**src/rtl/bin_dec_pkg.sv**
```systemverilog
// Shared types and constants for the sequential binary-to-BCD converter.
// Contents: FSM state enum, weight index type and weight lookup,
// digit bundle struct, and the leading-zero blanking helper.
package bin_dec_pkg;

    localparam int unsigned BIN_W   = 16;
    localparam int unsigned DIGIT_W = 4;
    localparam int unsigned IDX_W   = 2;

    localparam logic [DIGIT_W-1:0] BLANK_CODE = 4'hF;

    localparam logic [BIN_W-1:0] W_10000 = 16'd10000;
    localparam logic [BIN_W-1:0] W_1000  = 16'd1000;
    localparam logic [BIN_W-1:0] W_100   = 16'd100;
    localparam logic [BIN_W-1:0] W_10    = 16'd10;

    typedef enum logic [1:0] {
        IDLE = 2'd0,
        CONV = 2'd1,
        FIN  = 2'd2
    } state_t;

    typedef logic [IDX_W-1:0] idx_t;

    // Five BCD digits, most significant first.
    typedef struct packed {
        logic [DIGIT_W-1:0] d4;
        logic [DIGIT_W-1:0] d3;
        logic [DIGIT_W-1:0] d2;
        logic [DIGIT_W-1:0] d1;
        logic [DIGIT_W-1:0] d0;
    } dec_digits_t;

    // Weight selected by the digit index: 0 -> 10000 ... 3 -> 10.
    function automatic logic [BIN_W-1:0] weight_of(input idx_t idx);
        logic [BIN_W-1:0] w;
        case (idx)
            2'd0:    w = W_10000;
            2'd1:    w = W_1000;
            2'd2:    w = W_100;
            default: w = W_10;
        endcase
        return w;
    endfunction

    // Replace leading zeros (d4 down to d1) with the blank code; d0 always shown.
    function automatic dec_digits_t blank_leading(input dec_digits_t d);
        dec_digits_t r;
        r = d;
        if (r.d4 == '0) begin
            r.d4 = BLANK_CODE;
            if (r.d3 == '0) begin
                r.d3 = BLANK_CODE;
                if (r.d2 == '0) begin
                    r.d2 = BLANK_CODE;
                    if (r.d1 == '0) begin
                        r.d1 = BLANK_CODE;
                    end
                end
            end
        end
        return r;
    endfunction

endpackage

```
**src/rtl/bin_dec_seq_if.sv**
```systemverilog
// Handshake and result bus of the binary-to-BCD converter.
// master: requester (drives START/BIN_IN, observes BUSY/DONE/digits).
// slave : converter (the reverse).
interface bin_dec_seq_if;
    import bin_dec_pkg::*;

    logic                 START;
    logic [BIN_W-1:0]     BIN_IN;
    logic                 BUSY;
    logic                 DONE;
    logic [DIGIT_W-1:0]   DEC_OUT4;
    logic [DIGIT_W-1:0]   DEC_OUT3;
    logic [DIGIT_W-1:0]   DEC_OUT2;
    logic [DIGIT_W-1:0]   DEC_OUT1;
    logic [DIGIT_W-1:0]   DEC_OUT0;

    modport master (
        output START, BIN_IN,
        input  BUSY, DONE, DEC_OUT4, DEC_OUT3, DEC_OUT2, DEC_OUT1, DEC_OUT0
    );

    modport slave (
        input  START, BIN_IN,
        output BUSY, DONE, DEC_OUT4, DEC_OUT3, DEC_OUT2, DEC_OUT1, DEC_OUT0
    );
endinterface

```
**src/rtl/bin_dec_step.sv**
```systemverilog
// Shared compare/subtract stage: ge_c = (rem >= weight), diff_c = rem - weight.
// Ports: rem, weight (inputs); ge_c, diff_c (combinational outputs).
// diff_c is only meaningful when ge_c is high; the caller ignores it otherwise.
module bin_dec_step
    import bin_dec_pkg::*;
(
    input  logic [BIN_W-1:0] rem,
    input  logic [BIN_W-1:0] weight,
    output logic             ge_c,
    output logic [BIN_W-1:0] diff_c
);

    always_comb begin
        ge_c   = (rem >= weight);
        diff_c = rem - weight;
    end

endmodule

```
**src/rtl/bin_dec_seq.sv**
```systemverilog
// Sequential 16-bit binary to 5-digit BCD converter (one subtraction per clock).
// Ports: CLK, RESET (sync, active-high), bus (bin_dec_seq_if.slave):
//   START/BIN_IN request, BUSY during conversion, DONE on result,
//   DEC_OUT4..DEC_OUT0 result digits (updated only on completion).
// Parameter STICKY_DONE: 0 = one-cycle DONE pulse, 1 = DONE held until next START.
// Optional macro BIN_DEC_SEQ_BLANK_EN: leading zero digits shown as blank code.
module bin_dec_seq
    import bin_dec_pkg::*;
#(
    parameter bit STICKY_DONE = 1'b0
)(
    input  logic             CLK,
    input  logic             RESET,
    bin_dec_seq_if.slave     bus
);

    state_t             state;
    logic [BIN_W-1:0]   rem;
    idx_t               idx;
    logic [DIGIT_W-1:0] cnt;
    logic [DIGIT_W-1:0] sh4, sh3, sh2;
    logic               busy_q;
    logic               done_q;
    dec_digits_t        dec_q;
    dec_digits_t        dig_c;

    logic               ge_c;
    logic [BIN_W-1:0]   diff_c;

    bin_dec_step u_step (
        .rem    (rem),
        .weight (weight_of(idx)),
        .ge_c   (ge_c),
        .diff_c (diff_c)
    );

    // Digits as they stand at the last CONV step: tens come straight from cnt,
    // ones from the remainder, which is below 10 once the tens pass ends.
    always_comb begin
        dig_c    = '0;
        dig_c.d4 = sh4;
        dig_c.d3 = sh3;
        dig_c.d2 = sh2;
        dig_c.d1 = cnt;
        dig_c.d0 = rem[DIGIT_W-1:0];
    end

    // Controller FSM with registered outputs.
    always_ff @(posedge CLK) begin
        if (RESET) begin
            state  <= IDLE;
            rem    <= '0;
            idx    <= '0;
            cnt    <= '0;
            sh4    <= '0;
            sh3    <= '0;
            sh2    <= '0;
            busy_q <= 1'b0;
            done_q <= 1'b0;
            dec_q  <= '0;
        end else begin
            case (state)
                IDLE: begin
                    if (bus.START) begin
                        rem    <= bus.BIN_IN;
                        idx    <= '0;
                        cnt    <= '0;
                        busy_q <= 1'b1;
                        done_q <= 1'b0;
                        state  <= CONV;
                    end
                end
                CONV: begin
                    if (ge_c) begin
                        rem <= diff_c;
                        cnt <= cnt + 4'd1;
                    end else begin
                        cnt <= '0;
                        case (idx)
                            2'd0: sh4 <= cnt;
                            2'd1: sh3 <= cnt;
                            2'd2: sh2 <= cnt;
                            default: ;
                        endcase
                        if (idx == 2'd3) begin
`ifdef BIN_DEC_SEQ_BLANK_EN
                            dec_q <= blank_leading(dig_c);
`else
                            dec_q <= dig_c;
`endif
                            busy_q <= 1'b0;
                            done_q <= 1'b1;
                            state  <= FIN;
                        end else begin
                            idx <= idx + 2'd1;
                        end
                    end
                end
                FIN: begin
                    // Sticky mode keeps DONE until the next accepted START.
                    if (!STICKY_DONE) begin
                        done_q <= 1'b0;
                    end
                    state <= IDLE;
                end
                default: begin
                    busy_q <= 1'b0;
                    done_q <= 1'b0;
                    state  <= IDLE;
                end
            endcase
        end
    end

    assign bus.BUSY     = busy_q;
    assign bus.DONE     = done_q;
    assign bus.DEC_OUT4 = dec_q.d4;
    assign bus.DEC_OUT3 = dec_q.d3;
    assign bus.DEC_OUT2 = dec_q.d2;
    assign bus.DEC_OUT1 = dec_q.d1;
    assign bus.DEC_OUT0 = dec_q.d0;

endmodule

```
**src/flat_wrapper.sv**
```systemverilog
// flat-port wrapper written by rule: the top's interface ports become plain ports
module bin_dec_seq_flat import bin_dec_pkg::*;
#(
    parameter bit STICKY_DONE = 1'b0
)
  (CLK, RESET, bus_START, bus_BIN_IN, bus_BUSY, bus_DONE, bus_DEC_OUT4, bus_DEC_OUT3, bus_DEC_OUT2, bus_DEC_OUT1, bus_DEC_OUT0);
  bin_dec_seq_if bus_i ();
  input  logic CLK;
  input  logic RESET;
  input wire logic [$bits(bus_i.START)-1:0] bus_START;
  input wire logic [$bits(bus_i.BIN_IN)-1:0] bus_BIN_IN;
  output wire logic [$bits(bus_i.BUSY)-1:0] bus_BUSY;
  output wire logic [$bits(bus_i.DONE)-1:0] bus_DONE;
  output wire logic [$bits(bus_i.DEC_OUT4)-1:0] bus_DEC_OUT4;
  output wire logic [$bits(bus_i.DEC_OUT3)-1:0] bus_DEC_OUT3;
  output wire logic [$bits(bus_i.DEC_OUT2)-1:0] bus_DEC_OUT2;
  output wire logic [$bits(bus_i.DEC_OUT1)-1:0] bus_DEC_OUT1;
  output wire logic [$bits(bus_i.DEC_OUT0)-1:0] bus_DEC_OUT0;
  assign bus_i.START = bus_START;
  assign bus_i.BIN_IN = bus_BIN_IN;
  assign bus_BUSY = bus_i.BUSY;
  assign bus_DONE = bus_i.DONE;
  assign bus_DEC_OUT4 = bus_i.DEC_OUT4;
  assign bus_DEC_OUT3 = bus_i.DEC_OUT3;
  assign bus_DEC_OUT2 = bus_i.DEC_OUT2;
  assign bus_DEC_OUT1 = bus_i.DEC_OUT1;
  assign bus_DEC_OUT0 = bus_i.DEC_OUT0;
  bin_dec_seq #(.STICKY_DONE(STICKY_DONE)) u_core (.CLK(CLK), .RESET(RESET), .bus(bus_i));
endmodule
```
**config.mk**
```make
export PLATFORM = sky130hd
export DESIGN_NAME = bin_dec_seq_flat
export DESIGN_NICKNAME = d
export VERILOG_FILES = /design/src/rtl/bin_dec_pkg.sv /design/src/rtl/bin_dec_seq_if.sv /design/src/rtl/bin_dec_step.sv /design/src/rtl/bin_dec_seq.sv /design/src/flat_wrapper.sv
export SDC_FILE = /design/constraint.sdc
export NUM_CORES = 1
export LEC_CHECK = 0
export BUFFER_PORTS_ARGS = -buffer_cell sky130_fd_sc_hd__buf_2
export CAP_MARGIN = 20
export CORE_MARGIN = 2
export CORE_UTILIZATION = 25
export DETAILED_ROUTE_END_ITERATION = 8
export SYNTH_ARGS = -nofsm -noshare
export SYNTH_HDL_FRONTEND = slang
export SYNTH_SLANG_ARGS = --single-unit
export TNS_END_PERCENT = 5
```
**constraint.sdc**
```tcl
create_clock -name CLK -period 3.2 [get_ports CLK]
set_clock_uncertainty 0.15 [all_clocks]
set_input_delay 0 -clock CLK [delete_from_list [all_inputs] [get_ports CLK]]
set_output_delay 0 -clock CLK [all_outputs]
set_load 0.005 [all_outputs]
```
==> run summary, run 1 <==
RUN STATUS
--------------------------------------------------------------------------------------
Status                                                                    finished, final reports clean

PLACED DESIGN
--------------------------------------------------------------------------------------
Half-perimeter wire length after detailed placement                            5840 µm
Weighted congestion reported at the end of routability-driven placement         0.8567
Number of buffers inserted by port buffering                                        40

GRT
--------------------------------------------------------------------------------------
Routing usage on met1                                                           0.1640
Met2 usage                                                                      0.1865
Vias in the first global route                                                    2588
GRT Max-Usage Layer                                                               met2
GRT met3 Usage                                                                 0.02935
Total overflow reported by the global router                                         0
First-pass GRT wire length                                                    12970 µm
Pin count of the biggest net entering global routing                                56
GR Util All Layers                                                              0.1212
Initial antenna violation count                                                      0

POWER
--------------------------------------------------------------------------------------
Design internal power                                                       0.001618 W
Maximum resistive drop on vdd                                                0.2826 mV
Pwr Density                                                               587.8 nW/µm²
Clock network power share                                                        0.393
Leakage power                                                                 1.835 nW
Combinational fraction of design power                                           0.278
Share of total power in sequential cells                                         0.329
Switching power summed over all nets                                       0.0007784 W
Net switching share of the total power                                          0.3249

YOSYS
--------------------------------------------------------------------------------------
Area share of the largest cell type after synthesis                             0.3567
Net count after synthesis                                                          390
Number of unique standard cell types used by synthesis                              61
Number of cells produced by synthesis                                              351
Cell taking the most area after synthesis                                      dfxtp_1
EDFF count, synth                                                                    0
Synthesis Warnings                                                                   0
Post-synthesis area per instance                                             9.115 µm²
Seq/Total Area, Yosys                                                           0.3567
Number of synthesized register bits                                                 57
Cell area after synthesis                                                     3199 µm²
Share of async-settable or async-resettable flops after synthesis                    0
Most used flip-flop cell after synthesis                                       dfxtp_1
Dominant cells by area after synthesis                                    dfxtp_1 36%, mux2i_1 10%, ha_1 7.4%, nor2_1 6.9%, a21oi_1 3.6%

CRITICAL PATH
--------------------------------------------------------------------------------------
Arrival time reported for the critical path endpoint                           3.10 ns
Startpoint types                                                              register
Max FO, Critical Path                                                               24
Critical path's top delay family                                          compound AO/OA/AOI/OAI gates
Setup slack of the worst register-to-register path                             0.17 ns
Crit path top cell by count                                                       ha_1
Sequence of cells on the critical path                                    inv_1, ha_1, nor2_1, ha_1, a21oi_1, nand4_1, a211oi_4, o21ai_4, buf_12, a32o_1
Crit-path slowest cell                                                        a211oi_4
Critical path endpoint category                                               register
CP bufs+invs                                                                         2
CP peak stage delay                                                            0.45 ns
Crit Path Class                                                                reg2reg
Worst Path Required                                                            3.27 ns

LAYOUT
--------------------------------------------------------------------------------------
Final-stage net count                                                              452
Commonest cells after routing, fill and taps aside                        58 x nor2_1, 57 x dfxtp_1, 40 x buf_2
Final core utilization                                                          0.3243
Area grow syn2layout                                                            27.41%
Fraction of final layout cells with drive strength greater than 1               0.2010
Most frequent standard cell in the layout excluding fill and tap cells          nor2_1
# diodes                                                                             0

TIMING
--------------------------------------------------------------------------------------
Tightest Pin Transition                                                      0.5836 ns
RSZ-0062 raised after global routing                                              true
Rel. slew slack                                                                 0.6109
Minimum period implied by the final worst setup slack                         3.028 ns
Final worst path period share                                                   0.9461
Number of endpoints failing setup at the final stage                                 0
Number of hold-slack violations in the final timing report                           0
Count of pins over their slew limit                                                  0
Maximum achievable frequency                                                0.3303 GHz
Worst slack on hold paths                                                  0.009670 ns

FLOORPLANNING
--------------------------------------------------------------------------------------
Ports placed on the boundary                                                        41
Die extent in x                                                               117.1 µm
Die ar.                                                                      13720 µm²
Core footprint                                                               12570 µm²
Chip Height                                                                   117.1 µm
Starting density of the core                                                    0.2546
Site Rows                                                                           41

DETAILED ROUTING
--------------------------------------------------------------------------------------
Detailed Routing Iterations Pass 1                                                   4
Violation count after the first detailed-routing iteration                          94
Residual DRC count                                                                   0
Count of antenna-violating nets left after detailed routing                          0
Vias post-DR                                                                      2725
Average routed wire per standard cell                                         13.44 µm
Wirelength, routed                                                             7931 µm
Via/cell ratio                                                                   4.619

CTS
--------------------------------------------------------------------------------------
Clock Latency Late Sink                                                        0.33 ns
Clock buffer count from CTS                                                          9
Clock Pin Slew Worst Setup and Hold Paths                                      0.05 ns
CTS tree                                                                          done
Bufs on Longest Clock Path                                                           2
Clock sink total                                                                    57
Htree depth                                                                          3
Clock root buffer master                                                     clkbuf_16

RUN
--------------------------------------------------------------------------------------
# Max-Cap Violations                                                                 0

HOLD PATH
--------------------------------------------------------------------------------------
Class of the tightest hold or removal check                                     in2reg

## routing by layer
metal | part of all wire | wire (µm)
met1 | 0.50 | 3980
met2 | 0.44 | 3523
met3 | 0.037 | 291
met4 | 0.017 | 136
met5 | 0 | 0
## synthesized netlist by cell type, types with 2 or more instances
cell / n
a211oi_1: 6
a21o_1: 4
a21oi_1: 23
a311oi_1: 6
a311oi_2: 2
a31oi_1: 2
a41oi_1: 3
and2_1: 2
and3_1: 4
buf_2: 2
buf_4: 3
buf_6: 4
clkbuf_1: 5
dfxtp_1: 57
ha_1: 19
inv_1: 14
mux2i_1: 33
nand2_1: 23
nand3_1: 10
nand3b_1: 2
nand4_1: 4
nor2_1: 59
nor2b_1: 3
nor3_1: 4
o2111ai_1: 3
o211ai_1: 3
o21a_1: 4
o21ai_0: 9
o21bai_1: 2
or3_1: 2
xnor2_1: 4
## cell type report
class                           instances  area, µm²
Fill cell                            1319       8492
Inverter                               15      56.30
Clock inverter                          7      71.32
Tap cell                              172      215.2
Multi-Input combinational cell        264       1904
Clock buffer                            9      225.2
Timing Repair Buffer                   66      462.9
Sequential cell                        57       1141
## path summary, 6_finish.rpt
check                          startpoint                      endpoint  cells after the start
min reg2reg  u_core.bus.BUSY$_SDFFE_PP0P_  u_core.bus.BUSY$_SDFFE_PP0P_                      2
max reg2reg    u_core.idx[1]$_SDFFE_PP0P_   u_core.rem[15]$_SDFFE_PP0P_                     10
min                             bus_START   u_core.rem[10]$_SDFFE_PP0P_                      4
max            u_core.idx[1]$_SDFFE_PP0P_   u_core.rem[15]$_SDFFE_PP0P_                     10
## cells by family (layout without fill, tap and decap cells)
group / Yosys count / in the layout / share of synthesized area
and+or+nand+nor: 123 / 123 / 0.1830
AOI/OAI and AO/OA: 83 / 83 / 0.2124
DFF: 57 / 57 / 0.3567
muxes: 33 / 33 / 0.1032
buffers and inverters: 30 / 97 / 0.05045
adders and majority gates: 20 / 20 / 0.08056
xor gates and xnor gates: 5 / 5 / 0.01369
## metrics by stage
stage	setup TNS (ns)	total power, W	cells	instance area (µm²)	setup slack (ns)
final	0	0.002396	590	4076	0.1724
after global routing	-0.01542	0.002534	590	4076	-0.01542
after CTS	0	0.002412	587	4046	0.09095
after detailed placement	0	0.001442	554	3580	0.09964
after global placement	0	0.001437	554	3580	0.2030
after floorplan	0	0.001298	351	3199	0.4952
## sequential cells by signal (all words and copies together), names as in the netlist
register             cells
u_core.bus.BUSY          1
u_core.bus.DEC_OUT0      4
u_core.bus.DEC_OUT1      4
u_core.bus.DEC_OUT2      4
u_core.bus.DEC_OUT3      4
u_core.bus.DEC_OUT4      4
u_core.bus.DONE          1
u_core.cnt               4
u_core.idx               2
u_core.rem              16
u_core.sh2               4
u_core.sh3               4
u_core.sh4               4
u_core.state             1
## power groups by stage
stage	sequential, W	combinational [W]	clock [W]
2_1_floorplan	0.000790	0.000508	0
3_3_place_gp	0.000803	0.000633	0
3_5_place_dp	0.000804	0.000637	0
4_1_cts	0.000789	0.000658	0.000965
5_1_grt	0.000794	0.000741	0.00100
6_report	0.000789	0.000666	0.000941
## tightest hold or removal path, cell delays in order
cell and delay (ns):
buf_2 0.08, and2_1 0.15, nand4_1 0.12, o211ai_1 0.10
## repair_timing
action	4_1_cts	5_1_grt
gates resized for setup	0	2
buffers inserted	0	3
hold buffers	17	0
hold endpoints to repair	16	0
endpoints found under the setup margin	0	38
Note: power is estimated with default switching activity, not from simulation.
==> inputs of run 2 (changes only) <==
- ABC_AREA: not set -> 1
- CTS_BUF_LIST: not set -> sky130_fd_sc_hd__clkbuf_16
==> run 2 against run 1 <==
Against the previous run: flip-flop and latch count is the same; die area grew 4.6%; global-route usage grew 0.62 points; cell count grew 23%; synthesized cell count grew 40%; via count grew 17%; hold slack gained 0.053 ns; clock power grew 0.9%; sequential share of layout area shrank 0.65 points; fmax grew 2.9%; non-clock buffer count shrank 2; register-to-register slack gained 0.09 ns; critical endpoint is now u_core.sh2[0]$_SDFFE_PP0P_.
==> run summary, run 2 <==
RUN STATUS
--------------------------------------------------------------------------------------
Status                                                                    finished, final reports clean   unchanged

CRITICAL PATH
--------------------------------------------------------------------------------------
End of the worst register-to-register path                                u_core.sh2[0]$_SDFFE_PP0P_   was u_core.rem[15]$_SDFFE_PP0P_
Max FO, Critical Path                                                               11   was 24
Worst Path Required                                                            3.24 ns   was 3.27 ns
Critical R2R Launch                                                       u_core.idx[0]$_SDFFE_PP0P_   was u_core.idx[1]$_SDFFE_PP0P_
Setup slack of the worst register-to-register path                             0.26 ns   was 0.17 ns
Critical path's top delay family                                          simple AND/OR/NAND/NOR gates   was compound AO/OA/AOI/OAI gates
CP bufs+invs                                                                         4   was 2
Crit Path Class                                                                reg2reg   unchanged
Arrival time reported for the critical path endpoint                           2.98 ns   was 3.10 ns
Critical path endpoint category                                               register   unchanged
Startpoint types                                                              register   unchanged
CP peak stage delay                                                            0.44 ns   was 0.45 ns
Crit-path slowest cell                                                         dfxtp_1   was a211oi_4
R2R cell count                                                                      15   was 10
Sequence of cells on the critical path                                    inv_1, ha_2, inv_1, ha_1, nand2_2, inv_2, a21oi_2, nand2_2, nand2_2, nand3_4, nor2_8, buf_4, nand2_1, nand2_1, a21oi_1   was inv_1, ha_1, nor2_1, ha_1, a21oi_1, nand4_1, a211oi_4, o21ai_4, buf_12, a32o_1
Crit path top cell by count                                                    nand2_2   was ha_1

CTS
--------------------------------------------------------------------------------------
Clock buffer count from CTS                                                          9   unchanged
Clock Pin Slew Worst Setup and Hold Paths                                      0.05 ns   about the same
Clock root buffer master                                                     clkbuf_16   unchanged
Clock sink total                                                                    57   unchanged
Htree depth                                                                          3   unchanged
CTS tree                                                                          done   unchanged
Clock Latency Late Sink                                                        0.33 ns   about the same
Bufs on Longest Clock Path                                                           2   unchanged

GRT
--------------------------------------------------------------------------------------
Vias in the first global route                                                    3151   was 2588
Total overflow reported by the global router                                         0   unchanged
Pin count of the biggest net entering global routing                                43   was 56
GR Util All Layers                                                              0.1274   was 0.1212
First-pass GRT wire length                                                    14770 µm   was 12970 µm
Initial antenna violation count                                                      0   unchanged

TIMING
--------------------------------------------------------------------------------------
Number of endpoints failing setup at the final stage                                 0   unchanged
RSZ-0062 raised after global routing                                             false   was true
Final worst path period share                                                   0.9191   was 0.9461
Minimum period implied by the final worst setup slack                         2.941 ns   was 3.028 ns
Tightest Pin Transition                                                      0.6601 ns   was 0.5836 ns
Number of hold-slack violations in the final timing report                           0   unchanged
Rel. slew slack                                                                 0.5594   was 0.6109
Sum Neg Setup Slack                                                               0 ns   unchanged
Count of pins over their slew limit                                                  0   unchanged
Maximum achievable frequency                                                0.3400 GHz   was 0.3303 GHz

DETAILED ROUTING
--------------------------------------------------------------------------------------
Routed length on met2                                                          3897 µm   was 3523 µm
Count of antenna-violating nets left after detailed routing                          0   unchanged
Detailed Routing Iterations Pass 1                                                   4   unchanged
Average routed wire per standard cell                                         12.10 µm   was 13.44 µm
Wirelength, routed                                                             8784 µm   was 7931 µm
Max Used Layer                                                                    met4   unchanged
Via/cell ratio                                                                   4.388   was 4.619
Routed length on met1                                                          4440 µm   was 3980 µm
Vias post-DR                                                                      3186   was 2725
Violation count after the first detailed-routing iteration                         164   was 94
Residual DRC count                                                                   0   unchanged
Wire length on met3                                                             294 µm   was 291 µm

YOSYS
--------------------------------------------------------------------------------------
Dominant cells by area after synthesis                                    dfxtp_1 34%, nand2_1 14%, nand3_1 9.6%, ha_1 7.1%, a21oi_1 6.9%   was dfxtp_1 36%, mux2i_1 10%, ha_1 7.4%, nor2_1 6.9%, a21oi_1 3.6%
Cell area after synthesis                                                     3353 µm²   was 3199 µm²
Share of async-settable or async-resettable flops after synthesis                    0   unchanged
Most used flip-flop cell after synthesis                                       dfxtp_1   unchanged
Synthesis Warnings                                                                   0   unchanged
Ranking of synthesized cells by instance count                            126 x nand2_1, 64 x nand3_1, 57 x dfxtp_1   was 59 x nor2_1, 57 x dfxtp_1, 33 x mux2i_1
Post-synthesis area per instance                                             6.829 µm²   was 9.115 µm²
Area share of the largest cell type after synthesis                             0.3403   was 0.3567
Number of unique standard cell types used by synthesis                              32   was 61
Net count after synthesis                                                          530   was 390
Cell taking the most area after synthesis                                      dfxtp_1   unchanged
Number of synthesized register bits                                                 57   unchanged
EDFF count, synth                                                                    0   unchanged
Library cell with the highest instance count after synthesis                   nand2_1   was nor2_1
Number of cells produced by synthesis                                              491   was 351
Seq/Total Area, Yosys                                                           0.3403   was 0.3567

POWER
--------------------------------------------------------------------------------------
Maximum resistive drop on vdd                                                0.2828 mV   was 0.2826 mV
Leakage power                                                                 1.864 nW   was 1.835 nW
Power after layout                                                          0.002477 W   was 0.002396 W
Net switching share of the total power                                          0.3475   was 0.3249
Share of total power in sequential cells                                         0.322   was 0.329
Clock network power share                                                        0.383   was 0.393
Switching power summed over all nets                                       0.0008610 W   was 0.0007784 W
Design internal power                                                       0.001616 W   was 0.001618 W
Combinational fraction of design power                                           0.295   was 0.278
Pwr Density                                                               593.7 nW/µm²   was 587.8 nW/µm²

LAYOUT
--------------------------------------------------------------------------------------
# diodes                                                                             0   unchanged
Most flops, register                                                        u_core.rem   unchanged
Final core utilization                                                          0.3164   was 0.3243
Fraction of final layout cells with drive strength greater than 1               0.1764   was 0.2010
Area grow syn2layout                                                            24.44%   was 27.41%
Post-Layout Inst Area                                                         4173 µm²   was 4076 µm²
Final-stage net count                                                              584   was 452
Post-route insts no fill                                                           726   was 590
Flip-flop count of the largest register, all copies and words added                 16   unchanged
Commonest cells after routing, fill and taps aside                        126 x nand2_1, 64 x nand3_1, 57 x dfxtp_1   was 58 x nor2_1, 57 x dfxtp_1, 40 x buf_2
Most frequent standard cell in the layout excluding fill and tap cells         nand2_1   was nor2_1
Count of fill cells added during filler insertion                                 1427   was 1319

HOLD PATH
--------------------------------------------------------------------------------------
Class of the tightest hold or removal check                                     in2reg   unchanged
Endpoint of the worst hold-timing path                                    u_core.rem[0]$_SDFFE_PP0P_   was u_core.rem[10]$_SDFFE_PP0P_
Cells on Worst Hold Path                                                             5   was 4
Launch point of the worst hold path                                          bus_START   unchanged

PLACED DESIGN
--------------------------------------------------------------------------------------
Cell count after placement                                                         691   was 554
Number of buffers inserted by port buffering                                        40   unchanged
Weighted congestion reported at the end of routability-driven placement         0.8344   was 0.8567
Half-perimeter wire length after detailed placement                            6181 µm   was 5840 µm
Post-DP Area                                                                  3684 µm²   was 3580 µm²

FLOORPLANNING
--------------------------------------------------------------------------------------
Ports placed on the boundary                                                        41   unchanged
Die extent in x                                                               119.8 µm   was 117.1 µm
Die ar.                                                                      14360 µm²   was 13720 µm²
Starting density of the core                                                    0.2542   was 0.2546
Chip Height                                                                   119.8 µm   was 117.1 µm
Core footprint                                                               13190 µm²   was 12570 µm²
Site Rows                                                                           42   was 41

RUN
--------------------------------------------------------------------------------------
# Max-Cap Violations                                                                 0   unchanged

## run 2: stage by stage
stage	worst slack (ns)	hold slack, ns
global route	0.03086	0.09763
global placement	0.2785	0.1668
finish	0.2589	0.06258
floorplan	0.5633	0.04326
detailed placement	0.1826	0.1633
CTS	0.1604	0.05247
## run 2: cells by family after synthesis
group                      share of synthesized area
AOI/OAI and AO/OA                             0.1190
and+or+nand+nor                               0.3593
adders and majority gates                    0.07687
xor gates and xnor gates                     0.01045
DFF                                           0.3403
buffers and inverters                        0.09402
## run 2: repair_timing
item / in CTS / in global routing
gates resized for setup: 0 / 5
setup buffers: 0 / 3
hold endpoints to repair: 16 / 0
hold buffers: 16 / 0
endpoints found under the setup margin: 0 / 35
## run 2: power groups by stage
stage          clock (W)  sequential, W  combinational (W)
4_1_cts         0.000970       0.000796           0.000718
3_5_place_dp           0       0.000811           0.000700
5_1_grt          0.00100       0.000802           0.000833
6_report        0.000949       0.000798           0.000731
2_1_floorplan          0       0.000798           0.000575
3_3_place_gp           0       0.000811           0.000697
## run 2: worst max-delay path by stage
stage | startpoint | to | cells after the start
finish | u_core.idx[0]$_SDFFE_PP0P_ | u_core.sh2[0]$_SDFFE_PP0P_ | 15
global route | u_core.idx[0]$_SDFFE_PP0P_ | u_core.sh2[3]$_SDFFE_PP0P_ | 15
CTS | u_core.idx[1]$_SDFFE_PP0P_ | u_core.rem[9]$_SDFFE_PP0P_ | 15
detailed placement | u_core.idx[1]$_SDFFE_PP0P_ | u_core.rem[9]$_SDFFE_PP0P_ | 15
global placement | u_core.idx[0]$_SDFFE_PP0P_ | u_core.rem[8]$_SDFFE_PP0P_ | 15
floorplan | u_core.idx[1]$_SDFFE_PP0P_ | u_core.bus.DEC_OUT0[0]$_SDFFE_PP0P_ | 16
## run 2: cell type report
type	instances	area, µm²	share of cell area
Clock buffer	9	225.2	0.05397
Clock inverter	7	70.07	0.01679
Inverter	50	190.2	0.04558
Multi-Input combinational cell	363	1906	0.4567
Sequential cell	57	1141	0.2735
Tap cell	176	220.2	0.05277
Timing Repair Buffer	64	420.4	0.1007
## run 2: worst min-delay path: stages
cell      delay (ns)
buf_2           0.11
inv_1           0.05
nor2_1          0.05
clkinv_1        0.19
a21oi_1         0.10
## run 2: layer usage
metal,vias to the layer above,GRT usage
li1,1692,-
met3,10,0.02471
met2,56,0.2082
met1,1428,0.1656
met5,-,0
met4,0,0.04926
==> inputs of run 3 (changes only) <==
- CTS_BUF_LIST: sky130_fd_sc_hd__clkbuf_16 -> not set
==> run 3 against run 2 <==
Against the previous run: cell count stayed put; hold slack better by 0.0019 ns; routed wire length is 0.14% lower; critical path depth stayed put; fmax is 0.69% higher; via count is 0.41% higher; critical path type unchanged; critical endpoint unchanged; highest routed layer unchanged.
==> run summary, run 3 (synthesized netlist as in run 2, its figures left out) <==
CTS
--------------------------------------------------------------------------------------
CTS tree                                                                          done   unchanged
Clock Pin Slew Worst Setup and Hold Paths                                      0.05 ns   about the same
Clock root buffer master                                                     clkbuf_16   unchanged
Htree depth                                                                          3   unchanged
Bufs on Longest Clock Path                                                           2   unchanged
Clock buffer count from CTS                                                          9   unchanged
Clock sink total                                                                    57   unchanged
Clock Latency Late Sink                                                        0.33 ns   about the same

LAYOUT
--------------------------------------------------------------------------------------
Count of fill cells added during filler insertion                                 1426   was 1427
Post-route insts no fill                                                           726   unchanged
Most flops, register                                                        u_core.rem   unchanged
Most frequent standard cell in the layout excluding fill and tap cells         nand2_1   unchanged
Area grow syn2layout                                                            24.74%   was 24.44%
Final core utilization                                                          0.3171   was 0.3164
# diodes                                                                             0   unchanged
Fraction of final layout cells with drive strength greater than 1               0.1782   was 0.1764
Flip-flop count of the largest register, all copies and words added                 16   unchanged
Final-stage net count                                                              584   unchanged
Commonest cells after routing, fill and taps aside                        126 x nand2_1, 64 x nand3_1, 57 x dfxtp_1   unchanged

FLOORPLANNING
--------------------------------------------------------------------------------------
Die extent in x                                                               119.8 µm   unchanged
Ports placed on the boundary                                                        41   unchanged
Core footprint                                                               13190 µm²   unchanged
Site Rows                                                                           42   unchanged
Die ar.                                                                      14360 µm²   unchanged
Starting density of the core                                                    0.2542   unchanged
Chip Height                                                                   119.8 µm   unchanged

DETAILED ROUTING
--------------------------------------------------------------------------------------
Average routed wire per standard cell                                         12.08 µm   was 12.10 µm
Count of antenna-violating nets left after detailed routing                          0   unchanged
Wirelength, routed                                                             8772 µm   was 8784 µm
Vias post-DR                                                                      3199   was 3186
Detailed Routing Iterations Pass 1                                                   4   unchanged
Residual DRC count                                                                   0   unchanged
Violation count after the first detailed-routing iteration                         196   was 164
Via/cell ratio                                                                   4.406   was 4.388

PLACED DESIGN
--------------------------------------------------------------------------------------
Weighted congestion reported at the end of routability-driven placement         0.8344   unchanged
Cell count after placement                                                         691   unchanged
Half-perimeter wire length after detailed placement                            6181 µm   unchanged
Number of buffers inserted by port buffering                                        40   unchanged

POWER
--------------------------------------------------------------------------------------
Pwr Density                                                               598.8 nW/µm²   was 593.7 nW/µm²
Maximum resistive drop on vdd                                                0.2829 mV   was 0.2828 mV
Leakage power                                                                 1.869 nW   was 1.864 nW

CRITICAL PATH
--------------------------------------------------------------------------------------
Critical R2R Launch                                                       u_core.idx[0]$_SDFFE_PP0P_   unchanged
Crit Path Class                                                                reg2reg   unchanged
Arrival time reported for the critical path endpoint                           2.96 ns   was 2.98 ns
Critical path endpoint category                                               register   unchanged
End of the worst register-to-register path                                u_core.sh2[0]$_SDFFE_PP0P_   unchanged
Max FO, Critical Path                                                               11   unchanged
Setup slack of the worst register-to-register path                             0.28 ns   was 0.26 ns
Startpoint types                                                              register   unchanged
Worst Path Required                                                            3.24 ns   about the same
R2R cell count                                                                      15   unchanged

TIMING
--------------------------------------------------------------------------------------
Maximum achievable frequency                                                0.3424 GHz   was 0.3400 GHz
Sum Neg Setup Slack                                                               0 ns   unchanged
Minimum period implied by the final worst setup slack                         2.921 ns   was 2.941 ns
Count of pins over their slew limit                                                  0   unchanged
Number of hold-slack violations in the final timing report                           0   unchanged
Number of endpoints failing setup at the final stage                                 0   unchanged
Final worst path period share                                                   0.9127   was 0.9191
Tightest Pin Transition                                                      0.6535 ns   was 0.6601 ns
Rel. slew slack                                                                 0.5639   was 0.5594
RSZ-0062 raised after global routing                                             false   unchanged

GRT
--------------------------------------------------------------------------------------
GR Util All Layers                                                              0.1278   was 0.1274
Total overflow reported by the global router                                         0   unchanged
Vias in the first global route                                                    3154   was 3151
First-pass GRT wire length                                                    14810 µm   was 14770 µm
Initial antenna violation count                                                      0   unchanged
Pin count of the biggest net entering global routing                                43   unchanged

RUN
--------------------------------------------------------------------------------------
# Max-Cap Violations                                                                 0   unchanged

HOLD PATH
--------------------------------------------------------------------------------------
Launch point of the worst hold path                                          bus_START   unchanged
Class of the tightest hold or removal check                                     in2reg   unchanged
Endpoint of the worst hold-timing path                                    u_core.rem[0]$_SDFFE_PP0P_   unchanged
Cells on Worst Hold Path                                                             5   unchanged

RUN STATUS
--------------------------------------------------------------------------------------
Status                                                                    finished, final reports clean   unchanged

-- run 3: changes by cell type in the layout (fill, tap and decap cells not counted), sizes merged --
cell	change
clkbuf	+1
clkinv	-1
-- run 3: how the worst max path moves through the flow --
stage,start,endpoint,slack (ns),cells after the start
after global routing,u_core.idx[0]$_SDFFE_PP0P_,u_core.sh2[3]$_SDFFE_PP0P_,0.02,15
after global placement,u_core.idx[0]$_SDFFE_PP0P_,u_core.rem[8]$_SDFFE_PP0P_,0.28,15
final,u_core.idx[0]$_SDFFE_PP0P_,u_core.sh2[0]$_SDFFE_PP0P_,0.28,15
after detailed placement,u_core.idx[1]$_SDFFE_PP0P_,u_core.rem[9]$_SDFFE_PP0P_,0.18,15
after floorplan,u_core.idx[1]$_SDFFE_PP0P_,u_core.bus.DEC_OUT0[0]$_SDFFE_PP0P_,0.56,16
after CTS,u_core.idx[1]$_SDFFE_PP0P_,u_core.sh2[0]$_SDFFE_PP0P_,0.15,15
-- run 3: area by class of cell --
| cell class | instances | area, µm² | share of cell area |
|---|---|---|---|
| Clock buffer | 10 | 239.0 | 0.05713 |
| Clock inverter | 6 | 66.31 | 0.01585 |
| Inverter | 50 | 190.2 | 0.04547 |
| Multi-Input combinational cell | 363 | 1906 | 0.4556 |
| Sequential cell | 57 | 1141 | 0.2728 |
| Tap cell | 176 | 220.2 | 0.05265 |
| Timing Repair Buffer | 64 | 420.4 | 0.1005 |
-- run 3: worst max-delay path, stage by stage, from the launching register on --
cell and delay [ns]:
dfxtp_1 0.43, inv_1 0.16, ha_2 0.36, inv_1 0.07, ha_1 0.34, nand2_2 0.12, inv_2 0.06, a21oi_2 0.14
nand2_2 0.10, nand2_2 0.09, nand3_4 0.11, nor2_8 0.20, buf_4 0.20, nand2_1 0.12, nand2_1 0.09, a21oi_1 0.06
-- run 3: repair_timing --
action / CTS / global route
hold buffers: 16 / 0
setup buffers: 0 / 3
gates resized for setup: 0 / 5
endpoints found under the setup margin: 0 / 35
endpoints found under the hold margin: 16 / 0
-- run 3: where the power goes --
part / internal, W / switching, W
clock: 0.000624 / 0.000354
combinational: 0.000261 / 0.000468
sequential: 0.000755 / 0.0000416
total: 0.00164 / 0.000864
-- run 3: layer usage --
metal  vias up  global-route usage  wire length [µm]
li1       1692                   -                 -
met1      1444              0.1656              4441
met2        53              0.2096              3895
met3        10             0.02471               283
met4         0             0.04926               151
met5         -                   0                 0
-- run 3: stage by stage --
step	setup slack [ns]	instance area, µm²	hold slack (ns)	power (W)
6_report	0.2792	4183	0.06443	0.002504
5_1_grt	0.01706	4183	0.09763	0.002663
4_1_cts	0.1508	4149	0.05247	0.002509
3_5_place_dp	0.1826	3684	0.1633	0.001511
3_3_place_gp	0.2785	3684	0.1668	0.001508
2_1_floorplan	0.5633	3353	0.04326	0.001373
